`config.mk`:
```
export PLATFORM = sky130hd
export DESIGN_NAME = sd_pattern_tx
export DESIGN_NICKNAME = d
export VERILOG_FILES = /design/src/rtl/sd_pkg.sv /design/src/rtl/sd_piso_shift.sv /design/src/rtl/sd_pattern_tx.sv
export SDC_FILE = /design/constraint.sdc
export NUM_CORES = 1
export LEC_CHECK = 0
export CAP_MARGIN = 30
export CORE_MARGIN = 5
export CORE_UTILIZATION = 29
export DETAILED_ROUTE_END_ITERATION = 10
export GPL_TIMING_DRIVEN = 0
export PLACE_DENSITY = 0.59
export SLEW_MARGIN = 5
export SYNTH_ARGS = -nofsm -noshare
export SYNTH_HDL_FRONTEND = slang
export SYNTH_HIERARCHICAL = 1
export SYNTH_SLANG_ARGS = --single-unit
export TNS_END_PERCENT = 1
```
`constraint.sdc`:
```
create_clock -name clk -period 3.2 [get_ports clk]
set_input_delay 0.64 -clock clk [delete_from_list [all_inputs] [get_ports clk]]
set_output_delay 0.64 -clock clk [all_outputs]
set_load 0.02 [all_outputs]
```
`src/rtl/sd_pkg.sv`:
```
// -----------------------------------------------------------------------------
// sd_pkg
// Shared definitions for the serial sequence-detector family and the pattern
// transmitter that drives it.
//   sd_state_t : transmitter FSM encodings (IDLE=0, SHIFT=1, PARITY=2). The
//                detector benches probe the transmitter's state port against
//                these values.
//   norm_len   : maps a requested pattern length onto the legal range 1..width
//                (0 or anything above width means "full width").
// -----------------------------------------------------------------------------
package sd_pkg;

    typedef enum logic [2:0] {
        ST_IDLE   = 3'd0,
        ST_SHIFT  = 3'd1,
        ST_PARITY = 3'd2
    } sd_state_t;

    function automatic int unsigned norm_len(input int unsigned len,
                                             input int unsigned width);
        if (len == 0 || len > width)
            return width;
        return len;
    endfunction

endpackage

```
`src/rtl/sd_piso_shift.sv`:
```
// -----------------------------------------------------------------------------
// sd_piso_shift
// Loadable MSB-first parallel-in/serial-out register with a bit down-counter.
// The loaded word must already be MSB-aligned: the first bit to send sits in
// bit [WIDTH-1]. After a load the register holds the bit currently on the
// line at its MSB; next_bit exposes the bit that follows it.
// Requires WIDTH >= 2.
// Ports:
//   clk, reset   : clock, synchronous active-high reset (clears register/count)
//   load         : capture load_data / load_len (has priority over shift)
//   load_data    : MSB-aligned pattern word
//   load_len     : number of valid bits in load_data, 1..WIDTH
//   shift        : advance one bit
//   next_bit     : bit that will be on the line after the next shift
//   last         : the current bit is the final bit of the loaded word
//   penult       : the current bit is the second-to-last bit
// -----------------------------------------------------------------------------
module sd_piso_shift #(
    parameter int WIDTH = 8,
    parameter int LEN_W = 4
) (
    input  logic             clk,
    input  logic             reset,
    input  logic             load,
    input  logic [WIDTH-1:0] load_data,
    input  logic [LEN_W-1:0] load_len,
    input  logic             shift,
    output logic             next_bit,
    output logic             last,
    output logic             penult
);

    logic [WIDTH-1:0] sreg;
    logic [LEN_W-1:0] cnt;

    always_ff @(posedge clk) begin
        if (reset) begin
            sreg <= '0;
            cnt  <= '0;
        end else if (load) begin
            sreg <= load_data;
            cnt  <= load_len - LEN_W'(1);
        end else if (shift) begin
            sreg <= {sreg[WIDTH-2:0], 1'b0};
            cnt  <= cnt - LEN_W'(1);
        end
    end

    assign next_bit = sreg[WIDTH-2];
    assign last     = (cnt == '0);
    assign penult   = (cnt == LEN_W'(1));

endmodule

```
`src/rtl/sd_pattern_tx.sv`:
```
// -----------------------------------------------------------------------------
// sd_pattern_tx
// Serial pattern transmitter feeding the din of the sd1101 detector family.
// Accepts a pattern word over a valid/ready handshake and sends it MSB-first,
// one bit per clock, load_rep+1 times back-to-back with no gap bits. A new
// pattern can be accepted in the cycle carrying the final stream bit, so
// consecutive patterns also chain without an idle cycle.
//
// Optional build macro:
//   SD_PATTERN_TX_PARITY_EN : after the final repetition, append one even
//                             parity bit (XOR of the pattern bits) in state
//                             PARITY; done/load_ready move to that cycle.
//
// Ports:
//   clk, reset  : clock, synchronous active-high reset
//   load_valid  : a pattern is offered
//   load_ready  : pattern can be accepted this cycle (idle or final-bit cycle)
//   load_data   : pattern, bit [len-1] sent first, bit [0] last
//   load_len    : bits to send; 0 or > WIDTH means WIDTH
//   load_rep    : extra repetitions
//   dout        : serial bit (IDLE_LEVEL when dout_valid=0)
//   dout_valid  : dout carries a pattern/parity bit
//   done        : one-cycle pulse on the final stream bit
//   state       : FSM state for debug
// -----------------------------------------------------------------------------
module sd_pattern_tx
    import sd_pkg::*;
#(
    parameter int   WIDTH      = 8,
    parameter int   LEN_W      = 4,
    parameter int   REP_W      = 4,
    parameter logic IDLE_LEVEL = 1'b0
) (
    input  logic             clk,
    input  logic             reset,
    input  logic             load_valid,
    output logic             load_ready,
    input  logic [WIDTH-1:0] load_data,
    input  logic [LEN_W-1:0] load_len,
    input  logic [REP_W-1:0] load_rep,
    output logic             dout,
    output logic             dout_valid,
    output logic             done,
    output logic [2:0]       state
);

`ifdef SD_PATTERN_TX_PARITY_EN
    localparam logic PAR_EN = 1'b1;
`else
    localparam logic PAR_EN = 1'b0;
`endif

    sd_state_t        st;
    logic [WIDTH-1:0] pat_q;     // MSB-aligned copy, reloaded for each repetition
    logic [LEN_W-1:0] len_q;
    logic [REP_W-1:0] rep_cnt;
`ifdef SD_PATTERN_TX_PARITY_EN
    logic             par_q;
`endif

    logic [LEN_W-1:0] nlen;
    logic [LEN_W-1:0] shamt;
    logic [WIDTH-1:0] in_aligned;
    logic             accept;
    logic             reload;
    logic             ld_en;
    logic [WIDTH-1:0] ld_data;
    logic [LEN_W-1:0] ld_len;
    logic             sh_en;
    logic             next_bit;
    logic             last;
    logic             penult;
    logic             fin_start;
    logic             fin_shift;
    logic             fin_reload;

    // Left-align the offered pattern so its first bit lands in the MSB; the
    // unused high bits are shifted out and the low end fills with zeros, so
    // the XOR of the aligned word is the parity of just the len pattern bits.
    assign nlen       = LEN_W'(norm_len(32'(load_len), WIDTH));
    assign shamt      = LEN_W'(WIDTH) - nlen;
    assign in_aligned = load_data << shamt;

    assign accept  = load_valid && load_ready;
    assign reload  = (st == ST_SHIFT) && last && (rep_cnt != '0);
    assign ld_en   = accept || reload;
    assign ld_data = accept ? in_aligned : pat_q;
    assign ld_len  = accept ? nlen : len_q;
    assign sh_en   = (st == ST_SHIFT) && !last;

    // "Next cycle carries the final stream bit" for each way of leaving the
    // current cycle; with parity enabled the final bit is always the parity
    // bit, so none of these fire.
    assign fin_start  = !PAR_EN && (nlen == LEN_W'(1)) && (load_rep == '0);
    assign fin_shift  = !PAR_EN && penult && (rep_cnt == '0);
    assign fin_reload = !PAR_EN && (len_q == LEN_W'(1)) && (rep_cnt == REP_W'(1));

    sd_piso_shift #(
        .WIDTH (WIDTH),
        .LEN_W (LEN_W)
    ) u_piso (
        .clk       (clk),
        .reset     (reset),
        .load      (ld_en),
        .load_data (ld_data),
        .load_len  (ld_len),
        .shift     (sh_en),
        .next_bit  (next_bit),
        .last      (last),
        .penult    (penult)
    );

    always_ff @(posedge clk) begin
        if (reset) begin
            st         <= ST_IDLE;
            dout       <= IDLE_LEVEL;
            dout_valid <= 1'b0;
            done       <= 1'b0;
            load_ready <= 1'b1;
            rep_cnt    <= '0;
            pat_q      <= '0;
            len_q      <= '0;
`ifdef SD_PATTERN_TX_PARITY_EN
            par_q      <= 1'b0;
`endif
        end else if (accept) begin
            // Accept is only possible in IDLE or on the final stream bit, and
            // in both cases the new pattern's first bit goes out next cycle.
            st         <= ST_SHIFT;
            dout       <= in_aligned[WIDTH-1];
            dout_valid <= 1'b1;
            done       <= fin_start;
            load_ready <= fin_start;
            rep_cnt    <= load_rep;
            pat_q      <= in_aligned;
            len_q      <= nlen;
`ifdef SD_PATTERN_TX_PARITY_EN
            par_q      <= ^in_aligned;
`endif
        end else begin
            case (st)
                ST_SHIFT: begin
                    if (!last) begin
                        dout       <= next_bit;
                        dout_valid <= 1'b1;
                        done       <= fin_shift;
                        load_ready <= fin_shift;
                    end else if (rep_cnt != '0) begin
                        // Next repetition starts immediately from the saved copy.
                        rep_cnt    <= rep_cnt - REP_W'(1);
                        dout       <= pat_q[WIDTH-1];
                        dout_valid <= 1'b1;
                        done       <= fin_reload;
                        load_ready <= fin_reload;
                    end else begin
`ifdef SD_PATTERN_TX_PARITY_EN
                        st         <= ST_PARITY;
                        dout       <= par_q;
                        dout_valid <= 1'b1;
                        done       <= 1'b1;
                        load_ready <= 1'b1;
`else
                        st         <= ST_IDLE;
                        dout       <= IDLE_LEVEL;
                        dout_valid <= 1'b0;
                        done       <= 1'b0;
                        load_ready <= 1'b1;
`endif
                    end
                end
                default: begin
                    // IDLE, the end of PARITY, and illegal codes all settle here.
                    st         <= ST_IDLE;
                    dout       <= IDLE_LEVEL;
                    dout_valid <= 1'b0;
                    done       <= 1'b0;
                    load_ready <= 1'b1;
                end
            endcase
        end
    end

    assign state = st;

endmodule

```
Word level (Yosys, flattened, before mapping). Index checks and enable logic that the tools add are counted.

Shifts and indexed selects: 1. Order comparisons: 1. Equality and inequality tests: 6. Add/sub/neg operators: 4. Muxes and demuxes: 33. Reductions and logical operators: 21.

Operators by type and width (number): $mux 4 (9); $mux 1 (21); $eq 4x1->1 const B (4); $logic_not 4->1 (4); $mux 7 (2); $sub 4x1->4 const B (3); $mux 8 (1); $reduce_bool 2->1 (4); $shl 8x4->8 (1); $logic_and 1x1->1 (7); $ne 3x3->1 const B (2); $gt 4x4->1 const B (1); $reduce_bool 4->1 (1); $sub 4x4->4 const A (1); $reduce_and 3->1 (1); $logic_or 1x1->1 (2); $reduce_and 2->1 (1); $logic_not 1->1 (1).

Output and inout bits: 7. Register bits after elaboration: 32. Logic and storage cells: 76. Input bits: 19.

Logic depth before layout (Yosys ltp).
Depth in word-level cells: 8. Gate-level depth with buffers: 10. Mapped depth without buffers: 9.

Modules after synthesis. Netlist, hierarchy kept.

By module, submodules not included: sd_pattern_tx (area each 1280.0 um^2, instances 1, cells an instance 152); sd_piso_shift (area each 606.8 um^2, instances 1, cells an instance 69).

Least setup slack after synthesis. Ideal clock, no wire load.

Kind: register -> register. Start: register u_piso.cnt[0]. End: register u_piso.cnt[0]. Path buffers: 1. Period minus slack after synthesis: 2.243 ns. Path slack: 0.957 ns. Arrival time: 2.157 ns. Cell stages (with the launch flop): 10. Cell sequence: dfxtp_1 inv_1 ha_1 nor3b_1 nand2_1 or2_2 nand2_1 clkbuf_1 nor2_1 a211oi_1.

Word-level cells in the longest chain between the ends: 5. Elaborated cells between the ends (all ways): 10. Those cells by class: add/sub (1); mux (2); reduce/logical (7).

Ends and longest elaborated chain: from (decl) (RTL line sd_piso_shift.sv:34) `logic [LEN_W-1:0] cnt;`; from (signal assigned) (RTL line sd_piso_shift.sv:42) `cnt <= load_len - LEN_W'(1);`; from (signal assigned) (RTL line sd_piso_shift.sv:45) `cnt <= cnt - LEN_W'(1);`; $logic_not 4->1 (*) (RTL line sd_piso_shift.sv:50) `assign last = (cnt == '0);`; via last (RTL line sd_pattern_tx.sv:71) `logic last;`; $logic_and 1x1->1 (*) (2 in a row) (RTL line sd_pattern_tx.sv:85) `assign reload = (st == ST_SHIFT) && last && (rep_cnt != '0);`; $logic_or 1x1->1 (*) (RTL line sd_pattern_tx.sv:86) `assign ld_en = accept || reload;`; via ld_en (RTL line sd_pattern_tx.sv:66) `logic ld_en;`; $mux 4 or $reduce_bool 2->1 (tied branches).

The timed path passes the listed nets; every way through them passes the cells marked *. The select of a mux whose other input is x is not followed. A chain may end at the register's enable or synchronous reset.

Worst setup path in the final report.
Start: input load_valid. End: register u_piso.cnt[2].

Elaborated cells between the ends (all ways): 6. Those cells by class: add/sub (1); mux (2); reduce/logical (3).

RTL lines: from (decl) (RTL line sd_pattern_tx.sv:36) `input logic load_valid,`; $logic_and 1x1->1 (*) (RTL line sd_pattern_tx.sv:84) `assign accept = load_valid && load_ready;`; $logic_or 1x1->1 (*) (RTL line sd_pattern_tx.sv:86); via ld_en (RTL line sd_pattern_tx.sv:66); $mux 4 or $reduce_bool 2->1 (tied branches).

The timed path passes the listed nets; every way through them passes the cells marked *.

==> results by group <==
Status
  • Outcome: finished, final reports clean

Critical path
  • FF-to-FF Start: u_piso/cnt[0]
  • Setup crit end kind: register
  • Arrival @ worst endpoint: 2.92 ns
  • Register-to-Register Path Depth: 9
  • Setup CP Type: input pin to register
  • Worst Path Buf+Inv: 4
  • CP cell instances: clkdlybuf4s50_1 > nand2_1 > buf_1 > clkbuf_1 > nand2_1 > clkbuf_1 > a21o_1 > a21oi_1
  • Critical path depth in cells: 8
  • R2r setup slk: 0.51 ns
  • Worst Path Required: 3.41 ns
  • Worst R2R End: u_piso/cnt[0]
  • Critical-path cell with the highest stage delay: clkbuf_1
  • Critical Path Start Type: input pin
  • CP max stage delay: 0.46 ns
  • Largest delay share family, worst path: buffers and inverters
  • Max Fanout on Critical Path: 10

Timing
  • Final Critical Period: 2.71 ns
  • Clock Skews: 0.00280 ns
  • RSZ-0062 raised after global routing: no
  • Fmax: 0.369 GHz
  • Final hold viol count: 0
  • Setup violations, final: 0
  • Measured slew at the worst slew-check pin: 0.831 ns
  • Setup TNS: 0 ns
  • Relative slew slack: 44.5%
  • Slew Viols, Final: 0
  • Final period util: 84.7%

Floorplanning
  • CORE AREA: 0.00631 mm²
  • Die Area: 0.00820 mm²
  • Die Wd: 90.6 µm
  • Starting Density: 29.8%
  • Row count: 29
  • IO Count: 26
  • Die Ht: 90.6 µm

Placement
  • Dpl cell area: 0.00221 mm²
  • Count of input and output buffers: 23
  • Gp weighted congestion: 0.771
  • Post-placement cell count: 321
  • Dpl hpwl: 3520 µm

CTS
  • Sink Count: 32
  • Post-CTS Repair Setup Buffers: 0
  • Clk root buf: clkbuf_8
  • CTS tree: yes
  • Post-CTS Resized: 0
  • CTS Hold Buffers Added: 0
  • Clk buf depth: 2
  • Inserted Clock Buffers: 5
  • CTS clk-pin slew, worst paths: 0.06 ns
  • Clock Latency Late Sink: 0.28 ns
  • Total number of H-tree levels: 2

Global routing
  • First-pass GRT wire length: 7890 µm
  • Initial antenna violation count: 0
  • Pin count of the biggest net entering global routing: 11
  • GRT Util Overall: 11.6%
  • Vias in the first global route: 1598
  • Grt ovf: 0

Layout
  • Multi-input logic area: 0.00114 mm²
  • Area growth from synthesis to layout: 22.7%
  • Final Core Density: 36.6%
  • Final #Nets: 277
  • Antenna diodes: 0
  • Fin area: 0.00231 mm²
  • FF+latch area: 641 µm²
  • # fillers: 697
  • Layout cells sized above 1: 10.4%
  • Final std cells w/o fill: 328

Power
  • Flop pwr share: 41.9%
  • Switch Pwr: 0.000343 W
  • Leakage power: 0.853 nW
  • Int Power: 0.000765 W
  • Switching Share: 31.0%
  • Peak supply drop: 0.166 mV
  • Clock Power Share: 30.1%
  • Logic gate share of total power: 28.0%
  • Total Power: 0.00111 W
  • PD cells: 480 mW/mm²

Yosys
  • Warning count from the yosys run: 6
  • Mapped Area: 0.00188 mm²
  • Cells after synthesis: 220
  • Syn_area_per_cell: 8.55 µm²

Hold path
  • Hold_sp: pat_q[2]
  • Hold WC Path Type: register to register
  • Hold Path Sink: pat_q[2]
  • Hold Path Stages: 2

Drt
  • Drt wl/cell: 13.7 µm
  • DRT Pass-1 Iters: 4
  • Post-route DRC: 0
  • Total routed wirelength: 4490 µm
  • Vias per std cell: 4.94
  • Final antenna-violating net count: 0
  • Routed vias: 1621
  • Initial DRC Count: 84

Job
  • Max-cap viol count: 0
state kept, by name, summed over array words and instances (netlist names), 4 cells and up:
signal / cells
pat_q: 8
u_piso/cnt: 4
rep_cnt: 4
u_piso/sreg: 7
len_q: 4
worst max-delay path by stage:
stage	start	to	slack [ns]
after floorplan	u_piso/cnt[0]	u_piso/cnt[0]	0.96
after global placement	load_valid	u_piso/cnt[2]	0.17
after detailed placement	load_valid	u_piso/cnt[2]	0.17
after CTS	load_valid	u_piso/cnt[2]	0.47
after global routing	u_piso/cnt[0]	u_piso/cnt[0]	0.24
final	load_valid	u_piso/cnt[2]	0.49
power by group through the flow:
stage | clock network, W | logic [W] | registers, W
2_1_floorplan | 0 | 0.000215 | 0.000473
3_3_place_gp | 0 | 0.000307 | 0.000474
3_5_place_dp | 0 | 0.000309 | 0.000475
4_1_cts | 0.000344 | 0.000312 | 0.000465
5_1_grt | 0.000363 | 0.000350 | 0.000470
6_report | 0.000334 | 0.000310 | 0.000465
cells in the final DEF, fill, tap and decap left out, types with 5 or more instances in the layout:
master / instances
nand2_1: 39
dfxtp_1: 32
clkdlybuf4s50_1: 23
a21oi_1: 17
nor2_1: 11
inv_1: 9
nor3_1: 7
ha_1: 7
clkbuf_8: 7
mux2_1: 6
o21ai_0: 5
and2_1: 5
clkbuf_1: 5
mux4_2: 5
xnor2_1: 5
nand3_1: 5
worst register-to-register path, cell delays in order, from the launching register on:
cell,delay [ns]
dfxtp_1,0.36
inv_1,0.08
ha_1,0.16
nor3b_1,0.69
nand2_1,0.19
or2_2,0.35
nand2_1,0.17
clkbuf_1,0.35
nor2_1,0.09
a211oi_1,0.16
per-layer routing:
| metal | up-vias | track usage [%] | part of all wire [%] |
|---|---|---|---|
| met4 | 0 | 4.84 | 1.8 |
| met5 | - | 0 | 0 |
| li1 | 841 | - | - |
| met3 | 6 | 2.17 | 4.6 |
| met2 | 38 | 18.3 | 46 |
| met1 | 736 | 15.4 | 47 |
per-stage QoR:
stage          hold slack [ns]  setup slack, ns
3_3_place_gp             0.446            0.173
3_5_place_dp             0.457            0.174
5_1_grt                  0.505            0.239
2_1_floorplan            0.440            0.957
4_1_cts                  0.465            0.470
6_report                 0.464            0.489
cell type report:
type,instances,share of cell area [%]
Multi-Input combinational cell,166,49.3
Clock buffer,7,4.17
Sequential cell,32,27.8
Buffer,12,2.76
Timing Repair Buffer,23,9.97
Inverter,11,1.90
Tap cell,77,4.17
Note: power is estimated with default switching activity, not from simulation.
